File: src/rtl/fsk_byte_receiver.sv
// FSK byte receiver: slices period-count samples into mark/space bits and
// recovers start/LSB-first data/stop framed bytes, timing in valid samples.
//
// Ports:
//   clk_200M         sole clock
//   reset_200M       synchronous active-high reset
//   sample_i         16-bit period-count sample
//   sample_valid_i   strobe, sample_i holds a new sample this cycle
//   compare_point_i  slicing threshold (mark when sample < threshold)
//   bit_o            most recent sliced bit
//   data_o           last correctly framed byte
//   data_valid_o     one-cycle pulse when data_o updates
//   framing_error_o  one-cycle pulse on a bad stop bit
//   busy_o           high whenever the receiver is not idle
module fsk_byte_receiver #(
    parameter int SAMPLES_PER_BIT = 8,
    parameter int DATA_BITS       = 8
) (
    input  logic                 clk_200M,
    input  logic                 reset_200M,
    input  logic [15:0]          sample_i,
    input  logic                 sample_valid_i,
    input  logic [15:0]          compare_point_i,
    output logic                 bit_o,
    output logic [DATA_BITS-1:0] data_o,
    output logic                 data_valid_o,
    output logic                 framing_error_o,
    output logic                 busy_o
);

    localparam int CW = $clog2(SAMPLES_PER_BIT + 1);
    localparam int BW = $clog2(DATA_BITS + 1);

    localparam logic [CW-1:0] HALF = CW'(SAMPLES_PER_BIT / 2);
    localparam logic [CW-1:0] FULL = CW'(SAMPLES_PER_BIT);
    localparam logic [BW-1:0] LAST = BW'(DATA_BITS - 1);

    typedef enum logic [2:0] {
        IDLE,
        START,
        DATA,
        STOP,
        BREAK
    } state_t;

    state_t               state;
    state_t               state_n;
    logic [CW-1:0]        cnt;
    logic [CW-1:0]        cnt_n;
    logic [CW-1:0]        idx;
    logic [BW-1:0]        bit_cnt;
    logic [BW-1:0]        bit_cnt_n;
    logic [DATA_BITS-1:0] shift;
    logic [DATA_BITS-1:0] shift_n;
    logic [DATA_BITS-1:0] shifted;
    logic [DATA_BITS-1:0] data_n;
    logic                 bit_n;
    logic                 valid_n;
    logic                 err_n;
    logic                 s;

    always_ff @(posedge clk_200M) begin
        if (reset_200M) begin
            state           <= IDLE;
            cnt             <= '0;
            bit_cnt         <= '0;
            shift           <= '0;
            bit_o           <= 1'b1;
            data_o          <= '0;
            data_valid_o    <= 1'b0;
            framing_error_o <= 1'b0;
        end else begin
            state           <= state_n;
            cnt             <= cnt_n;
            bit_cnt         <= bit_cnt_n;
            shift           <= shift_n;
            bit_o           <= bit_n;
            data_o          <= data_n;
            data_valid_o    <= valid_n;
            framing_error_o <= err_n;
        end
    end

    assign busy_o = (state != IDLE);

    always_comb begin
        s         = (sample_i < compare_point_i);
        idx       = cnt + CW'(1);
        state_n   = state;
        cnt_n     = cnt;
        bit_cnt_n = bit_cnt;
        shift_n   = shift;
        bit_n     = bit_o;
        data_n    = data_o;
        valid_n   = 1'b0;
        err_n     = 1'b0;

        // Data arrives LSB first, so each new bit enters at the MSB.
        shifted              = shift >> 1;
        shifted[DATA_BITS-1] = s;

        if (sample_valid_i) begin
            bit_n = s;
            case (state)
                IDLE: begin
                    if (!s) begin
                        state_n = START;
                        cnt_n   = '0;
                    end
                end
                START: begin
                    if (idx == HALF) begin
                        cnt_n = '0;
                        if (!s) begin
                            state_n   = DATA;
                            bit_cnt_n = '0;
                        end else begin
                            state_n = IDLE;
                        end
                    end else begin
                        cnt_n = idx;
                    end
                end
                // From here on cnt counts from the mid-point of the
                // previous bit, so a full bit period lands on mid-bit.
                DATA: begin
                    if (idx == FULL) begin
                        cnt_n   = '0;
                        shift_n = shifted;
                        if (bit_cnt == LAST) begin
                            state_n = STOP;
                        end else begin
                            bit_cnt_n = bit_cnt + BW'(1);
                        end
                    end else begin
                        cnt_n = idx;
                    end
                end
                STOP: begin
                    if (idx == FULL) begin
                        cnt_n = '0;
                        if (s) begin
                            data_n  = shift;
                            valid_n = 1'b1;
                            state_n = IDLE;
                        end else begin
                            err_n   = 1'b1;
                            state_n = BREAK;
                        end
                    end else begin
                        cnt_n = idx;
                    end
                end
                // Hold off until the line returns to mark so a stuck-low
                // line cannot retrigger a start.
                BREAK: begin
                    if (s) begin
                        state_n = IDLE;
                    end
                end
                default: begin
                    state_n = IDLE;
                end
            endcase
        end
    end

endmodule
File: config.mk
export PLATFORM = sky130hd
export DESIGN_NAME = fsk_byte_receiver
export DESIGN_NICKNAME = d
export VERILOG_FILES = /design/src/rtl/fsk_byte_receiver.sv
export SDC_FILE = /design/constraint.sdc
export NUM_CORES = 1
export LEC_CHECK = 0
export CAP_MARGIN = 20
export CELL_PAD_IN_SITES_DETAIL_PLACEMENT = 0
export CELL_PAD_IN_SITES_GLOBAL_PLACEMENT = 2
export CORE_MARGIN = 3
export CORE_UTILIZATION = 39
export CTS_BUF_LIST = sky130_fd_sc_hd__clkbuf_4
export DETAILED_ROUTE_END_ITERATION = 10
export DONT_BUFFER_PORTS = 1
export PLACE_DENSITY = 0.93
export SYNTH_ARGS = -nofsm -noshare
export SYNTH_HDL_FRONTEND = slang
export SYNTH_SLANG_ARGS = --single-unit
File: constraint.sdc
create_clock -name clk_200M -period 2.3 [get_ports clk_200M]
set_input_delay 0.46 -clock clk_200M [delete_from_list [all_inputs] [get_ports clk_200M]]
set_output_delay 0.46 -clock clk_200M [all_outputs]
set_load 0.01 [all_outputs]
; After elaboration in Yosys (flattened, before gate mapping)
; Index checks and enable logic that the tools add are counted.
[totals]
latch_bits = 0
ram_bits = 0
output_inout_bits = 12
input_bits = 35
romBits = 0
register_bits = 30
elab_cells = 59
n_memories = 0
[classes]
bitwise_logic = 3
mul = 0
div_mod_pow = 0
reduce_logical = 11
eq_ne = 15
shifts = 0
n_addsub = 2
order_cmp = 1
mux = 19
[op_table]
columns = cell, n
row1 = 4-bit 2-to-1 mux, 6
row2 = 3-bit 2-to-1 mux, 7
row3 = 16-bit < comparator, 1
row4 = "2-bit != test, second input constant", 8
row5 = 3-bit one-hot mux with 5 select lines, 1
row6 = 4-bit one-hot mux with 3 select lines, 1
row7 = "4-bit by 1-bit adder with 4-bit output, second input constant", 2
row8 = "4-bit by 3-bit == test with 1-bit output, second input constant", 2
row9 = 4-bit one-hot mux with 2 select lines, 1
row10 = 7-bit AND reduction, 1
row11 = "3-bit by 2-bit == test with 1-bit output, second input constant", 2
row12 = 3-bit AND reduction, 2
row13 = 6-bit AND reduction, 1
row14 = 3-bit nonzero test, 2
row15 = "4-bit == test, second input constant", 1
row16 = 4-bit AND reduction, 1
row17 = 4-bit OR reduction, 1
row18 = "3-bit by 1-bit == test with 1-bit output, second input constant", 1
row19 = "3-bit == test, second input constant", 1
row20 = 3-bit zero test, 1
row21 = 1-bit NOT, 3
row22 = 1-bit 2-to-1 mux, 2
row23 = 2-bit 2-to-1 mux, 1
row24 = 2-bit nonzero test, 1
row25 = 2-bit OR reduction, 1

; Depth between registers and ports, before layout
; Gate-level depths: netlist of run 1.
[depth]
depth_word = 4
depth_mapped = 8
depth_no_buf = 8

; Least setup slack after synthesis of run 1
; Ideal clock, no wire load.
[synth_timing]
path_kind = input port to flip-flop
from = input compare_point_i[6]
to = register state[2]
required_ns = 2.173
path_slack_ns = 0.173
setup_time_ns = 0.127
path_stages = 8
arrival_time_ns = 2.001
n_path_buf = 0
cell_sequence = inv_1 -> ha_1 -> and3_4 -> a221oi_2 -> o32a_4 -> nand2_4 -> and4b_1 -> or3_1
[synth_between]
elab_chain_len = 4
word_cells_on_any_way = 7
cone_classes = 1 x order compare / 2 x eq/ne / 3 x mux / 1 x reduce/logical
[synth_lines]
columns = item, line
row1 = "start, declared", 23  ; input logic [15:0] compare_point_i,
row2 = 16-bit < comparator (*), 87  ; s = (sample_i < compare_point_i);
row3 = 3-bit 2-to-1 mux, 142  ; if (s) begin
row4 = 3-bit 2-to-1 mux, 140  ; if (idx == FULL) begin
row5 = 3-bit one-hot mux with 5 select lines, 104  ; case (state)
row6 = "end signal, assigned", 73  ; state <= state_n;
row7 = "end, declared", 46  ; state_t state;
; Mark *: on every way between the ends. The rest lies on a longest branch, timed or not. The select of a mux whose other input is x is not followed.
; A chain may end at the register's enable or synchronous reset.

; Worst setup path in the final report of run 1
[layout_timing]
from = register cnt[0]
to = register state[0]
[layout_between]
elab_chain_len = 4
word_cells_on_any_way = 7
cone_classes = 1 x add/sub / 5 x eq/ne / 1 x reduce/logical
[layout_lines]
columns = item, line
row1 = "start, declared", 48  ; logic [CW-1:0] cnt;
row2 = "start signal, assigned", 74  ; cnt <= cnt_n;
row3 = 4-bit by 1-bit adder with 4-bit output (*), 88  ; idx = cnt + CW'(1);
row4 = 4-bit == test / 4-bit by 3-bit == test with 1-bit output (equally long branches), "127, 140, 112"
row5 = 2-bit != test (no source line), n/a
row6 = 7-bit AND reduction (no source line) (*), n/a
; Mark *: on every way between the ends. The rest lies on a longest branch, timed or not.

==> results of run 1 <==
-- final timing paths --
path / from / endpoint / slack, ns / cells past startpoint
setup / recovery: cnt[0] / state[0] / 0.30 / 7
hold / removal: reset_200M / bit_cnt[3] / 0.18 / 1
hold reg to reg: shift[0] / shift[0] / 0.46 / 2
setup reg to reg: cnt[0] / state[0] / 0.30 / 7
-- cell type report --
| class | count | area (um^2) |
|---|---|---|
| clock buffers | 5 | 37.54 |
| multi-input cells | 156 | 1189 |
| clock inverters | 3 | 16.27 |
| well taps | 52 | 65.06 |
| fillers | 475 | 2517 |
| repair buffers | 2 | 15.01 |
| flip-flops and latches | 30 | 600.6 |
| inverters | 17 | 63.81 |
-- cells by family (layout without fill, tap and decap cells) --
| kind of cell | Yosys count | count (layout) | synth area share |
|---|---|---|---|
| buf+inv | 22 | 27 | 0.04603 |
| compound gates | 48 | 48 | 0.2168 |
| xor+xnor | 2 | 2 | 0.009341 |
| fa+ha+maj | 18 | 18 | 0.1201 |
| simple gates | 78 | 78 | 0.2342 |
| mux | 10 | 10 | 0.05337 |
| flops | 30 | 30 | 0.3202 |
-- state kept, by name, indices dropped and copies added (netlist names) --
| name | cells |
|---|---|
| bit_cnt | 4 |
| data_o | 8 |
| data_valid_o | 1 |
| cnt | 4 |
| shift | 8 |
| bit_o | 1 |
| state | 3 |
| framing_error_o | 1 |
-- through the flow --
stage / setup slack (ns) / instances / total power [mW]
floorplan: 0.1725 / 208 / 0.6448
global placement: 0.1120 / 257 / 0.6558
detailed placement: 0.08219 / 257 / 0.6563
CTS: 0.2855 / 265 / 0.9653
global route: 0.1408 / 265 / 1.003
finish: 0.2959 / 265 / 0.9454
-- power groups by stage --
| stage | combinational (mW) | clock, mW | sequential (mW) |
|---|---|---|---|
| 2_1_floorplan | 0.105 | 0 | 0.540 |
| 3_3_place_gp | 0.114 | 0 | 0.542 |
| 3_5_place_dp | 0.115 | 0 | 0.542 |
| 4_1_cts | 0.115 | 0.320 | 0.530 |
| 5_1_grt | 0.132 | 0.340 | 0.530 |
| 6_report | 0.115 | 0.301 | 0.530 |
-- metal layers --
layer | part of all wire | track usage | up-vias
li1 | - | - | 750
met1 | 0.49 | 0.1914 | 667
met2 | 0.45 | 0.2138 | 29
met3 | 0.041 | 0.03034 | 6
met4 | 0.013 | 0.04660 | 0
met5 | 0 | 0 | -
-- cell usage in the layout, fill, tap and decap left out, types with 5 or more instances in the layout --
cell type,count
sky130_fd_sc_hd__inv_1,17
sky130_fd_sc_hd__clkbuf_4,5
sky130_fd_sc_hd__nand2_1,25
sky130_fd_sc_hd__nor2_1,16
sky130_fd_sc_hd__ha_1,18
sky130_fd_sc_hd__mux2i_1,10
sky130_fd_sc_hd__a21oi_1,18
sky130_fd_sc_hd__dfxtp_1,30
==> implementation parameters, run 1 <==
Parameter                              Value

Floorplan
  Die outline area ... 5677 um^2
  Die W ... 75.35 um
  Initial Utilization ... 0.4164
  Vert. Die Dim ... 75.35 um
  Number of rows created at floorplan ... 24
  Core ar. ... 4504 um^2
  I/O pins ... 47

Placement
  Quantity of I/O buffers inserted on ports ... 0
  Weighted congestion at the end of routability-driven global placement ... 0.7331
  HPWL after DPL ... 2.795 mm
  Placement Cell Area ... 1933 um^2

Power
  Int Pwr ... 0.6896 mW
  Leakage power summed over all cells ... 0.8882 nW
  Power Density ... 475.8 nW/um^2
  Combinational fraction of design power ... 0.122
  Clock network fraction of total power ... 0.318
  Switching power as a share of total power ... 0.2705
  Switching power ... 0.2557 mW
  Share of power burned in registers ... 0.560
  Peak supply drop ... 0.0002011 V

GRT
  Global-route wire length before repair ... 6.113 mm
  Via count of the first global-routing pass ... 1358
  Antenna violations before repair ... 0
  Aggregate global routing overflow ... 0
  Pin count of the biggest net entering global routing ... 34
  Global routing usage summed across all routing layers ... 0.1384

Critical path
  Maximum fanout encountered on the critical timing path ... 7
  CP top delay family ... compound AO/OA/AOI/OAI gates
  Cells traversed along the worst timing path ... ha_1 > nand3b_1 > o22ai_4 > buf_4 > a2bb2oi_1 > a21oi_1 > a31o_2
  Endpoint required time on the critical path ... 2.53 ns
  Crit Path Category ... flop to flop
  Kind of launch point of the worst setup path ... flop
  Type of element capturing the critical path ... flop
  Arr. time, crit path ... 2.23 ns
  Slowest library cell on the worst path ... sky130_fd_sc_hd__dfxtp_1
  CP bufs+invs ... 1
  Maximum cell stage delay along the critical path ... 0.44 ns

STA
  RSZ-0062 raised after global routing ... false
  Total count of hold-check failures in the final report ... 0
  Worst Clk Skew ... 0.01112 ns
  Final setup violation count ... 0
  Slew margin rel. ... 0.7164
  Hold slack ... 0.1790 ns
  Fin Setup TNS ... 0 ns
  Number of pins exceeding their max-slew limit in the final report ... 0
  Actual slew at the worst max-slew pin ... 0.4231 ns
  Upper clock frequency limit ... 0.4990 GHz
  Share of the clock period used by the worst path ... 0.8713
  Fin crit period ... 2.004 ns

Logic synthesis
  Share of Yosys cell area claimed by the top area cell type ... 0.3202
  Cell with the most instances after synthesis ... sky130_fd_sc_hd__dfxtp_1
  Synth Register Bits ... 30
  FFs w/ async S/R, synth ... 0
  Post-synthesis cell type count ... 50
  Syn_nets ... 261
  Synth area leaders ... sky130_fd_sc_hd__dfxtp_1 32%, sky130_fd_sc_hd__ha_1 12%, sky130_fd_sc_hd__mux2i_1 5.3%
  Yosys Warn Count ... 0
  Part of the Yosys area used for sequential elements ... 0.3202
  Count of mapped cells out of synthesis ... 208
  Post-synthesis cell area ... 1876 um^2
  Average instance area after synthesis ... 9.017 um^2
  Number of flops mapped to enable cells by yosys ... 0
  Most common flop cell mapped by yosys ... sky130_fd_sc_hd__dfxtp_1
  Most numerous cell types in the synthesized netlist ... 30 x sky130_fd_sc_hd__dfxtp_1, 25 x sky130_fd_sc_hd__nand2_1, 18 x sky130_fd_sc_hd__a21oi_1, 18 x sky130_fd_sc_hd__ha_1, 17 x sky130_fd_sc_hd__inv_1
  Largest area contributor in the netlist ... sky130_fd_sc_hd__dfxtp_1

Drt
  Wire length reported by the detailed router ... 3.639 mm
  Vias ... 1452
  Vias per Instance ... 5.479
  Drt wl/cell ... 13.73 um
  Violation count after the first detailed-routing iteration ... 58
  # DRC ... 0
  Detail Route Antenna Nets ... 0
  Drt first pass iters ... 4

Flow run
  Count of maximum capacitance violations ... 0

Clock tree
  Count of cells resized by post-cts repair ... 0
  Cts hold-fix bufs ... 0
  Root cell of the clock tree ... sky130_fd_sc_hd__clkbuf_4
  Number of post-CTS setup repair buffers ... 0
  TritonCTS clock tree ... built
  Clk Latency, worst-skew pair ... 0.33 ns
  Clock transition time at the flip-flop clock pins of the worst setup and hold paths ... 0.10 ns
  Bufs on Longest Clock Path ... 2
  CTS buffer count ... 5
  H-tree level count ... 2
  Number of sinks driven by the clock tree ... 30

Final layout
  Core Util, Final ... 0.4411
  Number of inserted diodes ... 0
  Layout area overhead ... 5.938%
  Fraction of layout cells with a size suffix above 1 ... 0.1408
  Fin nets ... 265
  Final cell area excluding filler cells ... 1987 um^2

Worst hold path
  Min-delay worst type ... primary input to flop

Status
  Result of the run ... finished clean
No activity file was read; power rests on OpenSTA's default activity.
==> inputs of run 2 (changes only) <==
Settings changed: RECOVER_POWER from default to 50.
==> run 2 against run 1 <==
Maximum frequency down 2.3%; via count up 0.34%; design area down 1.7%; cell count unchanged; global-route usage unchanged; utilization down 0.75 points; register-to-register slack worse by 0.05 ns.
==> implementation parameters, run 2 (synthesis gave the netlist of run 1 again) <==
Parameter                              Value

Final layout
  Final cell area excluding filler cells ... 1953 um^2 (was 1987 um^2)
  Most frequent cells in the layout ... 30 x sky130_fd_sc_hd__dfxtp_1, 26 x sky130_fd_sc_hd__nand2_1, 18 x sky130_fd_sc_hd__a21oi_1, 18 x sky130_fd_sc_hd__ha_1, 17 x sky130_fd_sc_hd__inv_1 (was 30 x sky130_fd_sc_hd__dfxtp_1, 25 x sky130_fd_sc_hd__nand2_1, 18 x sky130_fd_sc_hd__a21oi_1, 18 x sky130_fd_sc_hd__ha_1, 17 x sky130_fd_sc_hd__inv_1)
  Fin nets ... 265 (unchanged)
  Most common cell after layout, fill and taps aside ... sky130_fd_sc_hd__dfxtp_1 (unchanged)
  Filler Cell Count ... 481 (was 475)
  Core Util, Final ... 0.4336 (was 0.4411)
  Fraction of layout cells with a size suffix above 1 ... 0.1268 (was 0.1408)
  Layout area overhead ... 4.136% (was 5.938%)
  Number of inserted diodes ... 0 (unchanged)
  Largest registers ... data_o: 8 flops, shift: 8 flops (unchanged)
  Post-route insts no fill ... 265 (unchanged)

GRT
  Antenna violations before repair ... 0 (unchanged)
  Via count of the first global-routing pass ... 1358 (unchanged)
  Aggregate global routing overflow ... 0 (unchanged)
  Global routing usage summed across all routing layers ... 0.1384 (unchanged)
  Pin count of the biggest net entering global routing ... 34 (unchanged)
  Global-route wire length before repair ... 6.113 mm (unchanged)

Clock tree
  Number of sinks driven by the clock tree ... 30 (unchanged)
  H-tree level count ... 2 (unchanged)
  TritonCTS clock tree ... built (unchanged)
  Cts hold-fix bufs ... 0 (unchanged)
  Bufs on Longest Clock Path ... 2 (unchanged)
  Root cell of the clock tree ... sky130_fd_sc_hd__clkbuf_4 (unchanged)
  Number of post-CTS setup repair buffers ... 0 (unchanged)
  Clk Latency, worst-skew pair ... 0.33 ns (about the same)
  CTS buffer count ... 5 (unchanged)
  Count of cells resized by post-cts repair ... 0 (unchanged)
  Clock transition time at the flip-flop clock pins of the worst setup and hold paths ... 0.10 ns (about the same)

Critical path
  Worst Reg2Reg Path Length in Cells ... 7 (unchanged)
  Arr. time, crit path ... 2.27 ns (was 2.23 ns)
  Type of element capturing the critical path ... flop (unchanged)
  Maximum cell stage delay along the critical path ... 0.44 ns (about the same)
  Capture instance of the worst register-to-register path ... data_o[1] (was state[0])
  Crit Path Category ... flop to flop (unchanged)
  CP bufs+invs ... 1 (unchanged)
  Kind of launch point of the worst setup path ... flop (unchanged)
  Maximum fanout encountered on the critical timing path ... 8 (was 7)
  CP top delay family ... simple AND/OR/NAND/NOR gates (was compound AO/OA/AOI/OAI gates)
  Slowest library cell on the worst path ... sky130_fd_sc_hd__dfxtp_1 (unchanged)
  Endpoint required time on the critical path ... 2.52 ns (was 2.53 ns)
  Start of the worst register-to-register path ... cnt[0] (unchanged)
  Cells traversed along the worst timing path ... ha_1 > nand3b_1 > o22ai_4 > buf_4 > nand4_2 > mux2i_1 > nor2_1 (was ha_1 > nand3b_1 > o22ai_4 > buf_4 > a2bb2oi_1 > a21oi_1 > a31o_2)
  Timing startpoint of the critical path ... cnt[0] (unchanged)
  Setup slack on the worst flop-to-flop path ... 0.25 ns (was 0.30 ns)

Drt
  # DRC ... 0 (unchanged)
  Total length of routed met2 wires ... 1.677 mm (was 1.649 mm)
  Wire length reported by the detailed router ... 3.656 mm (was 3.639 mm)
  Violation count after the first detailed-routing iteration ... 56 (was 58)
  Routed wire length on met3 ... 127 um (was 150 um)
  Drt wl/cell ... 13.80 um (was 13.73 um)
  Detail Route Antenna Nets ... 0 (unchanged)
  Met1 Wirelength ... 1.804 mm (was 1.792 mm)
  Vias per Instance ... 5.498 (was 5.479)
  Vias ... 1457 (was 1452)
  Uppermost layer routed ... met4 (unchanged)
  Drt first pass iters ... 4 (unchanged)

STA
  Worst Clk Skew ... 0.008748 ns (was 0.01112 ns)
  RSZ-0062 raised after global routing ... false (unchanged)
  Slew margin rel. ... 0.7165 (was 0.7164)
  Actual slew at the worst max-slew pin ... 0.4229 ns (was 0.4231 ns)
  Number of pins exceeding their max-slew limit in the final report ... 0 (unchanged)
  Total count of hold-check failures in the final report ... 0 (unchanged)
  Final setup violation count ... 0 (unchanged)
  Fin crit period ... 2.051 ns (was 2.004 ns)
  Post-layout worst setup margin ... 0.2488 ns (was 0.2959 ns)
  Upper clock frequency limit ... 0.4875 GHz (was 0.4990 GHz)
  Share of the clock period used by the worst path ... 0.8918 (was 0.8713)
  Fin Setup TNS ... 0 ns (unchanged)
  Hold slack ... 0.1833 ns (was 0.1790 ns)

Power
  Peak supply drop ... 0.0002010 V (was 0.0002011 V)
  Power Total ... 0.9372 mW (was 0.9454 mW)
  Leakage power summed over all cells ... 0.8865 nW (was 0.8882 nW)
  Power Density ... 479.9 nW/um^2 (was 475.8 nW/um^2)

Floorplan
  Vert. Die Dim ... 75.35 um (unchanged)
  Die W ... 75.35 um (unchanged)
  Core ar. ... 4504 um^2 (unchanged)
  I/O pins ... 47 (unchanged)
  Initial Utilization ... 0.4164 (unchanged)
  Number of rows created at floorplan ... 24 (unchanged)
  Die outline area ... 5677 um^2 (unchanged)

Worst hold path
  Startpoint of the lowest-slack hold path ... reset_200M (unchanged)
  Sink of the worst hold path ... bit_cnt[3] (unchanged)
  Hold depth ... 1 (unchanged)
  Min-delay worst type ... primary input to flop (unchanged)

Placement
  Post-placement worst setup slack ... 0.08219 ns (unchanged)
  HPWL after DPL ... 2.795 mm (unchanged)
  Weighted congestion at the end of routability-driven global placement ... 0.7331 (unchanged)
  Quantity of I/O buffers inserted on ports ... 0 (unchanged)
  Instance count after placement with tap cells included ... 257 (unchanged)
  Placement Cell Area ... 1933 um^2 (unchanged)

Status
  Result of the run ... finished clean (unchanged)

Flow run
  Count of maximum capacitance violations ... 0 (unchanged)
## run 2: cell types whose count changed in the layout (fill, tap and decap cells not counted)
cell                      before  now
sky130_fd_sc_hd__nand2_1      25   26
sky130_fd_sc_hd__o32a_4        1    0
sky130_fd_sc_hd__nand4_4       1    0
sky130_fd_sc_hd__and3_1        4    5
sky130_fd_sc_hd__o32a_1        0    1
sky130_fd_sc_hd__nand4_2       0    1
sky130_fd_sc_hd__and3_4        1    0
sky130_fd_sc_hd__nand2_4       1    0
## run 2: worst max path at each step
stage                     depth (start not counted)        end
after floorplan                                   8   state[2]
after global placement                            8   state[2]
after detailed placement                          8   state[2]
after CTS                                         7   state[0]
after global routing                              7  data_o[6]
final                                             7  data_o[1]
## run 2: area by class of cell
cell class | count | area [um^2] | area share
clock inverters | 3 | 16.27 | 0.008328
multi-input cells | 156 | 1155 | 0.5913
flip-flops and latches | 30 | 600.6 | 0.3075
well taps | 52 | 65.06 | 0.03331
clock buffers | 5 | 37.54 | 0.01922
repair buffers | 2 | 15.01 | 0.007687
inverters | 17 | 63.81 | 0.03267
## run 2: where the power goes
group          internal [mW]  total [mW]  switching, mW
clock                  0.113       0.299          0.186
combinational         0.0502       0.108         0.0583
sequential             0.523       0.530        0.00669
total                  0.687       0.937          0.251
## run 2: worst register-to-register path: stages (launching register included)
cell and delay (ns):
sky130_fd_sc_hd__dfxtp_1 0.44, sky130_fd_sc_hd__ha_1 0.33, sky130_fd_sc_hd__nand3b_1 0.16, sky130_fd_sc_hd__o22ai_4 0.20
sky130_fd_sc_hd__buf_4 0.18, sky130_fd_sc_hd__nand4_2 0.31, sky130_fd_sc_hd__mux2i_1 0.27, sky130_fd_sc_hd__nor2_1 0.05
## run 2: per-layer routing
metal / vias to the layer above / GRT usage
met5: - / 0
met4: 0 / 0.04660
met3: 5 / 0.03034
met2: 27 / 0.2138
met1: 673 / 0.1914
li1: 752 / -
